[src/rtl/pc_pkg.sv]
// Shared PC types and defaults for the fetch path.
// PC_LOAD_EN (optional) enables the jump/branch load port.
package pc_pkg;

   localparam int          PC_WIDTH     = 16;
   localparam int          PC_STEP      = 2;
   localparam logic [15:0] PC_RESET_VAL = 16'h0000;

   typedef logic [PC_WIDTH-1:0] pc_t;

endpackage

[src/rtl/pc_and_adder_if.sv]
// Fetch-side PC bus: write enable in, current PC out.
// PC_LOAD_EN adds pcLoad/loadVal for jumps and branches.
interface pc_and_adder_if
   import pc_pkg::*;
#(
   parameter int WIDTH = PC_WIDTH
);

   logic             regWrite;
   logic [WIDTH-1:0] newPC;
`ifdef PC_LOAD_EN
   logic             pcLoad;
   logic [WIDTH-1:0] loadVal;

   modport master (
      output regWrite,
      output pcLoad,
      output loadVal,
      input  newPC
   );

   modport slave (
      input  regWrite,
      input  pcLoad,
      input  loadVal,
      output newPC
   );
`else
   modport master (
      output regWrite,
      input  newPC
   );

   modport slave (
      input  regWrite,
      output newPC
   );
`endif

endinterface

[src/rtl/pc_adder.sv]
// Constant-step incrementer, modulo 2^WIDTH.
// Used by pc_and_adder; independent of PC_LOAD_EN.
module pc_adder
   import pc_pkg::*;
#(
   parameter int WIDTH = PC_WIDTH,
   parameter int STEP  = PC_STEP
) (
   input  logic [WIDTH-1:0] a_i,
   output logic [WIDTH-1:0] sum_o
);

   // Carry out of the top bit is intentionally dropped.
   assign sum_o = a_i + WIDTH'(STEP);

endmodule

[src/rtl/pc_and_adder.sv]
// Program counter with fixed-step advance for instruction fetch.
// PC_LOAD_EN adds a word-aligned load with priority over regWrite.
module pc_and_adder
   import pc_pkg::*;
#(
   parameter int             WIDTH     = PC_WIDTH,
   parameter int             STEP      = PC_STEP,
   parameter logic [WIDTH-1:0] RESET_VAL = WIDTH'(PC_RESET_VAL)
) (
   input logic             clk,
   input logic             reset,
   pc_and_adder_if.slave   bus
);

   if ((STEP <= 0) ||
       (64'(STEP) >= (64'd1 << WIDTH)) ||
       ((64'(RESET_VAL) % 64'(STEP)) != 64'd0)) begin : g_bad_cfg
      $fatal(1, "pc_and_adder: bad STEP/RESET_VAL");
   end

   logic [WIDTH-1:0] pc_q;
   logic [WIDTH-1:0] pc_d;
   logic [WIDTH-1:0] pc_inc;

   pc_adder #(
      .WIDTH (WIDTH),
      .STEP  (STEP)
   ) u_adder (
      .a_i   (pc_q),
      .sum_o (pc_inc)
   );

   always_comb begin
      pc_d = pc_q;
      if (reset) begin
         pc_d = RESET_VAL;
`ifdef PC_LOAD_EN
      end else if (bus.pcLoad) begin
         pc_d = bus.loadVal &
                ~{{(WIDTH-1){1'b0}}, 1'b1};
`endif
      end else if (bus.regWrite) begin
         pc_d = pc_inc;
      end
   end

   always_ff @(posedge clk) begin
      pc_q <= pc_d;
   end

   assign bus.newPC = pc_q;

endmodule

[src/flat_wrapper.sv]
// flat-port wrapper written by rule: the top's interface ports become plain ports
module pc_and_adder_flat import pc_pkg::*;
#(
   parameter int             WIDTH     = PC_WIDTH,
   parameter int             STEP      = PC_STEP,
   parameter logic [WIDTH-1:0] RESET_VAL = WIDTH'(PC_RESET_VAL)
)
  (clk, reset, bus_regWrite, bus_newPC);
  pc_and_adder_if #(.WIDTH(WIDTH)) bus_i ();
  input logic clk;
  input logic reset;
  input wire logic [$bits(bus_i.regWrite)-1:0] bus_regWrite;
  output wire logic [$bits(bus_i.newPC)-1:0] bus_newPC;
  assign bus_i.regWrite = bus_regWrite;
  assign bus_newPC = bus_i.newPC;
  pc_and_adder #(.WIDTH(WIDTH), .STEP(STEP), .RESET_VAL(RESET_VAL)) u_core (.clk(clk), .reset(reset), .bus(bus_i));
endmodule
[config.mk]
export PLATFORM = sky130hd
export DESIGN_NAME = pc_and_adder_flat
export DESIGN_NICKNAME = d
export VERILOG_FILES = /design/src/rtl/pc_pkg.sv /design/src/rtl/pc_and_adder_if.sv /design/src/rtl/pc_adder.sv /design/src/rtl/pc_and_adder.sv /design/src/flat_wrapper.sv
export SDC_FILE = /design/constraint.sdc
export NUM_CORES = 1
export LEC_CHECK = 0
export CORE_MARGIN = 5
export CORE_UTILIZATION = 45
export CTS_CLUSTER_SIZE = 28
export DETAILED_ROUTE_END_ITERATION = 8
export PLACE_DENSITY = 0.76
export SLEW_MARGIN = 20
export SYNTH_ARGS = -nofsm -noshare
export SYNTH_HDL_FRONTEND = slang
export SYNTH_SLANG_ARGS = --single-unit
[constraint.sdc]
create_clock -name clk -period 1.7 [get_ports clk]
set_input_delay 0.34 -clock clk [delete_from_list [all_inputs] [get_ports clk]]
set_output_delay 0.34 -clock clk [all_outputs]
set_load 0.03 [all_outputs]
==> results.md, run 1 <==
- Clk slew on worst S/H paths: ~0.09 ns
- Hold_buf cts: 0
- Layout cells sized above 1: 0.134
- WL per Instance: 13.3 um
- Num CTS Buffers: 3
- Via Count: 603
- Layout area overhead: 29.1%
- Final period util: 0.977
- Min-Delay Path Class: flip-flop to flip-flop
- Largest net degree at the start of global routing: 10
- Clk sinks: 15
- Status: finished clean
- Synth Instances: 76
- Row count: 14
- Min-delay src: u_core.bus.newPC[14]
- Final RePlAce weighted congestion: a little under 0.8
- Fmax: roughly 600 MHz
- Postcts setup bufs: 0
- Area contributors post-synth: dfxtp_1, xor2_1, nor2_1, nand4_1, xnor2_1
- Initial core utilization: 0.467
- Crit end category: primary output
- Syn. warnings: 0
- CP max FO: 3
- Crit path time final: about 1.7 ns
- CP Launch Type: flip-flop
- Switch share: 0.257
- Max Cap Violations: 0
- I/O pins: 19
- Cell Area, Synth: between 600 and 700 um^2
- CP delay by family, top: buffers and inverters
- Net switching power: between 0.00015 and 0.0002 W
- DIE AREA: 0.00241 mm^2
- Setup Viol. Count Final: 0
- Initial antenna violation count: 0
- Overall power: between 0.0006 and 0.0007 W
- Syn nets: 80
- Static Leak: about 0.4 nW
- Die width: between 40 and 50 um
- # fillers: roughly 150
- Util after Layout: 0.603
- Vias in the first global route: slightly above 600
- Final Max Tran Viols: 0
- Setup CP Type: flip-flop to primary output
- RSZ-0062 raised after global routing: false
- Buffers plus inverters on the worst setup path: 1
- Power Dens Cells: a little over 700 mW/mm^2
- Fin. Hold Viols: 0
- Most frequent cells in the layout: nor2_1, dfxtp_1, dlygate4sd2_1, xor2_1
- H-tree levels: 1
- Final setup TNS: 0 ns
- Unique masters post-synth: 24
- TritonCTS clock tree: yes
- Cell taking the most area after synthesis: dfxtp_1
- Nets@finish: just over 100
- Clock Skew: roughly 0.0064 ns
- Worst VDD drop: 0.474 mV
- TritonRoute pass-1 iters: 4
- Clk buf depth: 2
- Worst Hold Margin: between 0.5 and 0.6 ns
- Core outline area: 0.00147 mm^2
- Internal Power: 0.000465 W
- Comb power frac: 0.089
- Antenna viol nets, final: 0
- CP startpoint: u_core.bus.newPC[15]
- Root buffer cell: clkbuf_4
- IO Port Bufs: 17
- Clock share of power: 0.328
- Via-per-instance ratio: about 5.3
- # DRC: 0
- Slowest cell delay on critical path: between 0.6 and 0.7 ns
- Yosys top cell area share: 0.437
- # diodes: 0
- Sequential-to-total area share from yosys stat: 0.437
- Worst path slowest cell: clkdlybuf4s50_1
- Initial DRC count: 4
- Worst EP required: between 1 and 1.5 ns
- Total Routing Usage GR: 0.143
- Largest register FFs: 15
- Gr ovfl total: 0
- Clock latency on the worst-skew pair: a little under 0.3 ns
- HPWL after DPL: around 1100 um
- CP cell instances: clkdlybuf4s50_1
- Syn Area/Cell: about 9 um^2
- First-pass GRT wire length: roughly 2800 um
- DIE HEIGHT: 49.1 um
- Final WL: about 1500 um
- Sequential share of power: 0.584
- Crit path arrival time: 1.32 ns
- R2r startpoint: u_core.bus.newPC[1]
- Yosys reg bits: 15
-- cell usage after synthesis --
master    instances
nor4_1            1
conb_1            1
nand3_1           2
a21oi_1           1
and3_2            2
nor2b_1           1
and4_4            2
and3_1            1
nand2_1           6
o21ai_0           1
or3_1             1
ha_1              1
nand4_2           1
buf_6             1
dfxtp_1          15
xnor2_1           4
mux2_2            1
xor2_1            8
clkbuf_1          1
mux2i_1           1
nor3_1            2
buf_4             1
nand4_1           6
nor2_1           15
-- path summary, 6_finish.rpt --
path,to,slack (ns),cells after the start
max,bus_newPC[15],0.04,1
min,u_core.bus.newPC[14],0.52,2
min reg2reg,u_core.bus.newPC[14],0.52,2
max reg2reg,u_core.bus.newPC[15],0.27,4
-- power groups by stage --
stage	sequential [W]	clock (W)	combinational [W]
floorplan	0.000381	0	0.0000250
global placement	0.000373	0	0.0000553
detailed placement	0.000373	0	0.0000567
CTS	0.000365	0.000215	0.0000557
global route	0.000367	0.000233	0.0000592
finish	0.000365	0.000205	0.0000554
-- through the flow --
step	cell area [um^2]	worst slack (ns)	std cells
floorplan	687	0.152	76
global placement	877	-0.0712	109
detailed placement	877	-0.0832	109
CTS	887	0.0316	113
global route	887	0.00557	113
finish	887	0.0386	113
-- layer usage --
layer | wire, um | track usage | share of wire | vias up
met5 | 0 | 0 | 0 | -
met4 | 28 | 0.0493 | 0.019 | 0
met3 | 119 | 0.0795 | 0.079 | 5
met2 | 691 | 0.215 | 0.46 | 24
met1 | 660 | 0.170 | 0.44 | 276
li1 | - | - | - | 298
-- cell type report --
class | count | area [um^2] | share of cell area
Clock buffer | 3 | 22.5 | 0.0254
Clock inverter | 1 | 5.00 | 0.00564
Multi-Input combinational cell | 58 | 364 | 0.410
Sequential cell | 15 | 300 | 0.339
Tap cell | 16 | 20.0 | 0.0226
Timing Repair Buffer | 20 | 175 | 0.197
-- kinds of logic (layout without fill, tap and decap cells) --
logic type               after synthesis  in the layout  synth area share
AO/OA/AOI/OAI                          2              2            0.0146
XOR/XNOR                              12             12             0.153
adder cells (fa/ha/maj)                1              1            0.0182
buffers and inverters                  3             24            0.0328
flip-flops                            15             15             0.437
multiplexers                           2              2            0.0310
other                                  1              1           0.00546
AND/OR/NAND/NOR                       40             40             0.308
-- repair_timing --
item / 4_1_cts / 5_1_grt
resized for setup: 14 / 0
hold endpoints to repair: 0 / 0
setup endpoints to repair: 14 / 0
Note: power is estimated with default switching activity, not from simulation.
==> run 2, diff against run 1 <==
--- a/config.mk
+++ b/config.mk
@@ -7,6 +7,7 @@
 export LEC_CHECK = 0
 export CORE_MARGIN = 5
 export CORE_UTILIZATION = 45
+export CTS_CLUSTER_DIAMETER = 30
 export CTS_CLUSTER_SIZE = 28
 export DETAILED_ROUTE_END_ITERATION = 8
 export PLACE_DENSITY = 0.76
==> results of run 2 <==
No change in the layout: final DEF, timing and power equal those of run 1.
==> run 3, diff against run 2 <==
--- a/config.mk
+++ b/config.mk
@@ -7,7 +7,7 @@
 export LEC_CHECK = 0
 export CORE_MARGIN = 5
 export CORE_UTILIZATION = 45
-export CTS_CLUSTER_DIAMETER = 30
+export CTS_CLUSTER_DIAMETER = 80
 export CTS_CLUSTER_SIZE = 28
 export DETAILED_ROUTE_END_ITERATION = 8
 export PLACE_DENSITY = 0.76
==> results of run 3 <==
No change in the layout: final DEF, timing and power equal those of run 1.
